`src/rtl/toast_pkg.sv`:
```
// Shared types and widths for the toast core's writeback-side blocks.
package toast_pkg;

   localparam int REG_ADDR_W = 5;
   localparam int XLEN       = 32;

   typedef struct packed {
      logic [REG_ADDR_W-1:0] addr;
      logic [XLEN-1:0]       data;
   } ll_entry_t;

endpackage

```
`src/rtl/toast_wb_arbiter_if.sv`:
```
// Writeback-side bus of the arbiter: pipeline WB request, LL result channel,
// register-file write port and status outputs.
interface toast_wb_arbiter_if
   import toast_pkg::*;
#(
   parameter int DEPTH = 2
);
   localparam int CW = $clog2(DEPTH) + 1;

   logic [REG_ADDR_W-1:0] WB_rd_addr_i;
   logic [XLEN-1:0]       WB_rd_wr_data_i;
   logic                  WB_rd_wr_en_i;

   logic                  LL_valid_i;
   logic                  LL_ready_o;
   logic [REG_ADDR_W-1:0] LL_rd_addr_i;
   logic [XLEN-1:0]       LL_data_i;

   logic [REG_ADDR_W-1:0] RF_rd_addr_o;
   logic [XLEN-1:0]       RF_rd_wr_data_o;
   logic                  RF_rd_wr_en_o;

   logic                  stall_req_o;
   logic [CW-1:0]         ll_pending_o;

   // Driver side: WB stage, LL unit, register file and hazard unit together.
   modport master (
      output WB_rd_addr_i, WB_rd_wr_data_i, WB_rd_wr_en_i,
      output LL_valid_i, LL_rd_addr_i, LL_data_i,
      input  LL_ready_o,
      input  RF_rd_addr_o, RF_rd_wr_data_o, RF_rd_wr_en_o,
      input  stall_req_o, ll_pending_o
   );

   modport slave (
      input  WB_rd_addr_i, WB_rd_wr_data_i, WB_rd_wr_en_i,
      input  LL_valid_i, LL_rd_addr_i, LL_data_i,
      output LL_ready_o,
      output RF_rd_addr_o, RF_rd_wr_data_o, RF_rd_wr_en_o,
      output stall_req_o, ll_pending_o
   );

endinterface

```
`src/rtl/toast_wb_fifo.sv`:
```
// DEPTH-entry synchronous FIFO for long-latency results; storage is not reset,
// only the pointers and occupancy are.
module toast_wb_fifo
   import toast_pkg::*;
#(
   parameter  int DEPTH = 2,
   localparam int AW    = $clog2(DEPTH),
   localparam int CW    = AW + 1
) (
   input  logic      clk_i,
   input  logic      resetn_i,
   input  logic      push_i,
   input  ll_entry_t entry_i,
   input  logic      pop_i,
   output ll_entry_t head_o,
   output logic [CW-1:0] count_o
);

   ll_entry_t         mem_q [DEPTH];
   logic [AW-1:0]     wr_ptr_q, wr_ptr_d;
   logic [AW-1:0]     rd_ptr_q, rd_ptr_d;
   logic [CW-1:0]     count_q, count_d;

   always_comb begin
      wr_ptr_d = wr_ptr_q;
      rd_ptr_d = rd_ptr_q;
      count_d  = count_q;
      if (push_i) wr_ptr_d = wr_ptr_q + AW'(1);
      if (pop_i)  rd_ptr_d = rd_ptr_q + AW'(1);
      unique case ({push_i, pop_i})
         2'b10:   count_d = count_q + CW'(1);
         2'b01:   count_d = count_q - CW'(1);
         default: count_d = count_q;
      endcase
   end

   always_ff @(posedge clk_i or negedge resetn_i) begin
      if (!resetn_i) begin
         wr_ptr_q <= '0;
         rd_ptr_q <= '0;
         count_q  <= '0;
      end else begin
         wr_ptr_q <= wr_ptr_d;
         rd_ptr_q <= rd_ptr_d;
         count_q  <= count_d;
      end
   end

   always_ff @(posedge clk_i) begin
      if (push_i) mem_q[wr_ptr_q] <= entry_i;
   end

   assign head_o  = mem_q[rd_ptr_q];
   assign count_o = count_q;

endmodule

```
`src/rtl/toast_wb_arbiter.sv`:
```
// Register-file write-port arbiter: pipeline WB always wins, buffered LL
// results drain on free cycles, and a starvation counter asks for a WB bubble.
module toast_wb_arbiter
   import toast_pkg::*;
#(
   parameter int DEPTH        = 2,
   parameter int STARVE_LIMIT = 4
) (
   input  logic             clk_i,
   input  logic             resetn_i,
   toast_wb_arbiter_if.slave bus
);

   localparam int CW = $clog2(DEPTH) + 1;
   localparam int SW = $clog2(STARVE_LIMIT + 1);

   logic          wb_act;
   logic          ll_ready;
   logic          push;
   logic          pop;
   logic          fifo_nempty;
   ll_entry_t     ll_entry;
   ll_entry_t     head;
   logic [CW-1:0] count;
   logic [SW-1:0] starve_q, starve_d;

   // A WB write to x0 is architecturally a no-op, so it does not claim the port.
   assign wb_act      = bus.WB_rd_wr_en_i && (bus.WB_rd_addr_i != '0);
   assign fifo_nempty = (count != '0);
   assign ll_ready    = (count < CW'(DEPTH));
   assign push        = bus.LL_valid_i && ll_ready && (bus.LL_rd_addr_i != '0);
   assign pop         = !wb_act && fifo_nempty;

   assign ll_entry.addr = bus.LL_rd_addr_i;
   assign ll_entry.data = bus.LL_data_i;

   toast_wb_fifo #(
      .DEPTH (DEPTH)
   ) u_fifo (
      .clk_i    (clk_i),
      .resetn_i (resetn_i),
      .push_i   (push),
      .entry_i  (ll_entry),
      .pop_i    (pop),
      .head_o   (head),
      .count_o  (count)
   );

   always_comb begin
      bus.RF_rd_addr_o    = '0;
      bus.RF_rd_wr_data_o = '0;
      bus.RF_rd_wr_en_o   = 1'b0;
      if (wb_act) begin
         bus.RF_rd_addr_o    = bus.WB_rd_addr_i;
         bus.RF_rd_wr_data_o = bus.WB_rd_wr_data_i;
         bus.RF_rd_wr_en_o   = 1'b1;
      end else if (fifo_nempty) begin
         bus.RF_rd_addr_o    = head.addr;
         bus.RF_rd_wr_data_o = head.data;
         bus.RF_rd_wr_en_o   = 1'b1;
      end
   end

   // Saturates so a WB stream that ignores stall_req keeps the request asserted.
   always_comb begin
      starve_d = starve_q;
      if (!fifo_nempty || pop)
         starve_d = '0;
      else if (wb_act && (starve_q != SW'(STARVE_LIMIT)))
         starve_d = starve_q + SW'(1);
   end

   always_ff @(posedge clk_i or negedge resetn_i) begin
      if (!resetn_i) starve_q <= '0;
      else           starve_q <= starve_d;
   end

   assign bus.stall_req_o  = (starve_q == SW'(STARVE_LIMIT));
   assign bus.LL_ready_o   = ll_ready;
   assign bus.ll_pending_o = count;

endmodule

```
`src/flat_wrapper.sv`:
```
// flat-port wrapper written by rule: the top's interface ports become plain ports
module toast_wb_arbiter_flat import toast_pkg::*;
#(
   parameter int DEPTH        = 2,
   parameter int STARVE_LIMIT = 4
)
  (clk_i, resetn_i, bus_WB_rd_addr_i, bus_WB_rd_wr_data_i, bus_WB_rd_wr_en_i, bus_LL_valid_i, bus_LL_rd_addr_i, bus_LL_data_i, bus_LL_ready_o, bus_RF_rd_addr_o, bus_RF_rd_wr_data_o, bus_RF_rd_wr_en_o, bus_stall_req_o, bus_ll_pending_o);
  toast_wb_arbiter_if #(.DEPTH(DEPTH)) bus_i ();
  input  logic clk_i;
  input  logic resetn_i;
  input wire logic [$bits(bus_i.WB_rd_addr_i)-1:0] bus_WB_rd_addr_i;
  input wire logic [$bits(bus_i.WB_rd_wr_data_i)-1:0] bus_WB_rd_wr_data_i;
  input wire logic [$bits(bus_i.WB_rd_wr_en_i)-1:0] bus_WB_rd_wr_en_i;
  input wire logic [$bits(bus_i.LL_valid_i)-1:0] bus_LL_valid_i;
  input wire logic [$bits(bus_i.LL_rd_addr_i)-1:0] bus_LL_rd_addr_i;
  input wire logic [$bits(bus_i.LL_data_i)-1:0] bus_LL_data_i;
  output wire logic [$bits(bus_i.LL_ready_o)-1:0] bus_LL_ready_o;
  output wire logic [$bits(bus_i.RF_rd_addr_o)-1:0] bus_RF_rd_addr_o;
  output wire logic [$bits(bus_i.RF_rd_wr_data_o)-1:0] bus_RF_rd_wr_data_o;
  output wire logic [$bits(bus_i.RF_rd_wr_en_o)-1:0] bus_RF_rd_wr_en_o;
  output wire logic [$bits(bus_i.stall_req_o)-1:0] bus_stall_req_o;
  output wire logic [$bits(bus_i.ll_pending_o)-1:0] bus_ll_pending_o;
  assign bus_i.WB_rd_addr_i = bus_WB_rd_addr_i;
  assign bus_i.WB_rd_wr_data_i = bus_WB_rd_wr_data_i;
  assign bus_i.WB_rd_wr_en_i = bus_WB_rd_wr_en_i;
  assign bus_i.LL_valid_i = bus_LL_valid_i;
  assign bus_i.LL_rd_addr_i = bus_LL_rd_addr_i;
  assign bus_i.LL_data_i = bus_LL_data_i;
  assign bus_LL_ready_o = bus_i.LL_ready_o;
  assign bus_RF_rd_addr_o = bus_i.RF_rd_addr_o;
  assign bus_RF_rd_wr_data_o = bus_i.RF_rd_wr_data_o;
  assign bus_RF_rd_wr_en_o = bus_i.RF_rd_wr_en_o;
  assign bus_stall_req_o = bus_i.stall_req_o;
  assign bus_ll_pending_o = bus_i.ll_pending_o;
  toast_wb_arbiter #(.DEPTH(DEPTH), .STARVE_LIMIT(STARVE_LIMIT)) u_core (.clk_i(clk_i), .resetn_i(resetn_i), .bus(bus_i));
endmodule
```
`config.mk`:
```
export PLATFORM = sky130hd
export DESIGN_NAME = toast_wb_arbiter_flat
export DESIGN_NICKNAME = d
export VERILOG_FILES = /design/src/rtl/toast_pkg.sv /design/src/rtl/toast_wb_arbiter_if.sv /design/src/rtl/toast_wb_fifo.sv /design/src/rtl/toast_wb_arbiter.sv /design/src/flat_wrapper.sv
export SDC_FILE = /design/constraint.sdc
export NUM_CORES = 1
export LEC_CHECK = 0
export BUFFER_PORTS_ARGS = -buffer_cell sky130_fd_sc_hd__clkbuf_2
export CAP_MARGIN = 10
export CORE_ASPECT_RATIO = 1.2
export CORE_MARGIN = 5
export CORE_UTILIZATION = 54
export CTS_CLUSTER_SIZE = 30
export DETAILED_ROUTE_END_ITERATION = 7
export PLACE_DENSITY = 0.85
export SETUP_SLACK_MARGIN = 0.15
export SLEW_MARGIN = 20
export SYNTH_ARGS = -nofsm -noshare
export SYNTH_HDL_FRONTEND = slang
export SYNTH_SLANG_ARGS = --single-unit
```
`constraint.sdc`:
```
create_clock -name clk_i -period 4.15 [get_ports clk_i]
set_input_delay 0 -clock clk_i [delete_from_list [all_inputs] [get_ports clk_i]]
set_output_delay 0 -clock clk_i [all_outputs]
set_load 0.005 [all_outputs]
```
==> flow_summary_export.csv <==
group,metric,value,unit
timing,slew_headroom,26.5,%
floorplanning,core,6490,sq um
yosys,yosysTopAreaCellShare,61.2,%
timing,clock.fmax,446,MHz
clocking,cts_resized,0,
final_layout,nFillCells,425,
timing,hold_viol,0,
yosys,synth_top_area_cell,"edfxtp_1",
run_status,outcome,"completed",
global_routing,grt_pass1_vias,2599,
clocking,cts_buffers,9,
timing,grt_setup_unrepaired,"false",
critical_path,cp_top_family,"flip-flops",
floorplanning,initial_core_util,55.9,%
critical_path,worstSetupPathType,"reg -> out",
timing,finalSetupTns,0,ps
routing,vias_per_cell,5.09,
clocking,cts_setup_buffers,0,
critical_path,end_kind,"primary output",
floorplanning,dieHeight,99.8,microns
critical_path,start_kind,"flop",
global_routing,antenna_found_initial,0,
pwr,ir_worst_vdd,344,uV
critical_path,worstReg2RegStart,"u_core.u_fifo.count_o[0]$_DFFE_PN0P_",
clocking,clkSinkCount,81,
critical_path,ff2ff_setup_slack,2070,ps
critical_path,required,4150,ps
timing,tightest_slew,1100,ps
floorplanning,die_area,8470,sq um
floorplanning,rows,32,
placement,hpwl,5080,microns
timing,setup_viol,0,
hold_path,hold_class,"in -> async",
yosys,avgSynthCellArea,15.1,sq um
clocking,path_clk_slew,70,ps
yosys,synth_fp_nets,322,
final_layout,syn_to_final_growth,34.7,%
critical_path,r2r-end,"u_core.u_fifo.count_o[1]$_DFFE_PN0P_",
timing,fin_crit,2240,ps
critical_path,critPathBufInv,1,
timing,slew_violations,0,
critical_path,critical_path_arrival,2240,ps
global_routing,grt_pass1_wl,12200,microns
critical_path,critPathSlowestCell,"dfrtp_2",
routing,routedWlPerCell,16.0,microns
routing,vias,2481,
clocking,cts_max_level,3,
placement,dp.cells,432,
routing,first_iter_violations,126,
clocking,cts-root-buf,"clkbuf_8",
clocking,max-clock-path-buffers,2,
routing,wl,7790,microns
clocking,clk_latency,340,ps
global_routing,track_usage,18.6,%
floorplanning,fp.dieW,84.8,microns
placement,gp_congestion,0.795,
yosys,ys_top_cells_by_area,"edfxtp_1, mux2i_1, mux2_2",
final_layout,antenna_cells,0,
yosys,synth-seq-cells,81,
pwr,p_leak,2.06,nW
critical_path,slowest_delay,1090,ps
critical_path,reg2reg_depth,6,
routing,drt_first_pass_iters,4,
global_routing,grt_max_degree,46,
critical_path,cp_max_fo,39,
timing,clock_skew,8.77,ps
yosys,yosys_warnings,0,
final_layout,fin_nets,478,
routing,ant_nets,0,
floorplanning,pin_count,120,
yosys,syn_inst,241,
flow_run,drv_cap,0,
global_routing,grt-ovfl-total,0,
critical_path,crit_chain,"mux2i_1 -> nor2_1 -> mux2_2 -> clkbuf_2",
yosys,ys_seq_area_share,66.1,%
final_layout,layout-drive-gt1-share,42.5,%
yosys,synth_area,3630,sq um
pwr,powerDensity,545,nW/um^2
final_layout,final_cells,487,
routing,drc,0,
placement,port_buffers,119,
timing,fin_crit_sh,54.0,%
clocking,cts_tree,"yes",
yosys,yosysUniqueCellTypes,23,
[how the worst max path moves through the flow]
stage | from | end | cells past startpoint
5_1_grt | u_core.u_fifo.rd_ptr_q$_DFFE_PN0P_ | bus_RF_rd_wr_data_o[19] | 4
3_3_place_gp | u_core.u_fifo.count_o[0]$_DFFE_PN0P_ | u_core.u_fifo.count_o[1]$_DFFE_PN0P_ | 5
3_5_place_dp | u_core.u_fifo.count_o[0]$_DFFE_PN0P_ | u_core.u_fifo.count_o[1]$_DFFE_PN0P_ | 6
4_1_cts | u_core.u_fifo.rd_ptr_q$_DFFE_PN0P_ | bus_RF_rd_wr_data_o[28] | 4
2_1_floorplan | u_core.u_fifo.count_o[1]$_DFFE_PN0P_ | u_core.u_fifo.mem_q[0][0]$_DFFE_PP_ | 3
6_report | u_core.u_fifo.rd_ptr_q$_DFFE_PN0P_ | bus_RF_rd_wr_data_o[28] | 4
[area by class of cell]
cell class                 count  area [sq um]  area share, %
clock buffer                  12           135           2.76
clock inverter                 4          67.6           1.38
inverter                       5          18.8          0.384
multi-input combinational    142          1160           23.7
sequential                    81          2400           49.1
tap                           85           106           2.18
timing repair buffer         158          1000           20.5
[power by group]
group / switching, mW / internal [mW]
clock: 0.253 / 0.336
combinational: 0.416 / 0.444
sequential: 0.149 / 1.07
[cell usage after synthesis (all sizes together)]
library cell  number
edfxtp            74
mux2i             38
nor2              38
mux2              32
buf                7
dfrtp              7
nand2              7
clkbuf             6
inv                5
o31ai              5
xnor2              5
nor3               4
ha                 3
o21ai              3
nand3b             1
o211ai             1
o21a               1
o2bb2ai            1
or2                1
or3                1
or4                1
[routing by layer]
layer  part of all wire [%]  vias to the layer above  track usage [%]
met5                      0                        -                0
met4                    1.8                        0             8.28
met3                    5.0                       12             4.19
met2                     57                       72             34.5
met1                     36                     1190             20.2
li1                       -                     1207                -
[state kept, by name, summed over array words and instances (netlist names)]
| name | count |
|---|---|
| u_core.starve_q | 3 |
| u_core.u_fifo.rd_ptr_q | 1 |
| u_core.u_fifo.wr_ptr_q | 1 |
| u_core.u_fifo.mem_q | 74 |
| u_core.u_fifo.count_o | 2 |
[stage by stage]
stage | utilization (%) | setup slack [ps] | instance area [sq um] | power [mW] | hold WS (ps)
final | 75.4 | 1910 | 4890 | 2.67 | 30.1
after global routing | 75.4 | 1770 | 4890 | 2.83 | 32.7
after CTS | 74.9 | 1890 | 4860 | 2.69 | 15.8
after detailed placement | 66.0 | 2090 | 4280 | 2.07 | -147
after global placement | 66.0 | 2170 | 4280 | 2.03 | -154
after floorplan | - | 1490 | 3630 | 1.75 | -296
[kinds of logic (layout without fill, tap and decap cells)]
group,Yosys count,count (layout),share of synthesized area [%]
AO/OA/AOI/OAI,11,11,2.55
XOR/XNOR,5,5,1.21
multiplexers,70,70,20.4
AND/OR/NAND/NOR,53,53,6.10
buffers and inverters,18,179,2.62
flip-flops,81,81,66.1
adder cells (fa/ha/maj),3,3,1.03
[cell usage in the layout (no fill, tap or decap)]
master         synthesis  final
buf_16                 0      1
bufinv_16              0      2
clkbuf_1               6      3
clkbuf_2               0    119
clkbuf_8               0      9
clkinv_1               0      2
dfrtp_1                7      6
dfrtp_2                0      1
dlygate4sd3_1          0     38
edfxtp_1              74     74
ha_1                   3      3
inv_1                  5      5
mux2_2                32     32
mux2i_1               38     38
nand2_1                7      7
nand3b_1               1      1
nor2_1                38     35
nor2_4                 0      3
nor3_1                 4      4
o211ai_2               1      1
o21a_1                 1      1
o21ai_0                2      2
o21ai_4                1      1
o2bb2ai_1              1      1
o31ai_1                5      5
or2_2                  1      1
or3_4                  1      1
or4_1                  1      1
xnor2_1                5      5
[repair_timing]
| item | CTS | global route |
|---|---|---|
| hold endpoints to repair | 81 | 0 |
| hold buffers | 38 | 0 |
| setup endpoints to repair | 0 | 0 |
(Power assumes the default switching activity.)
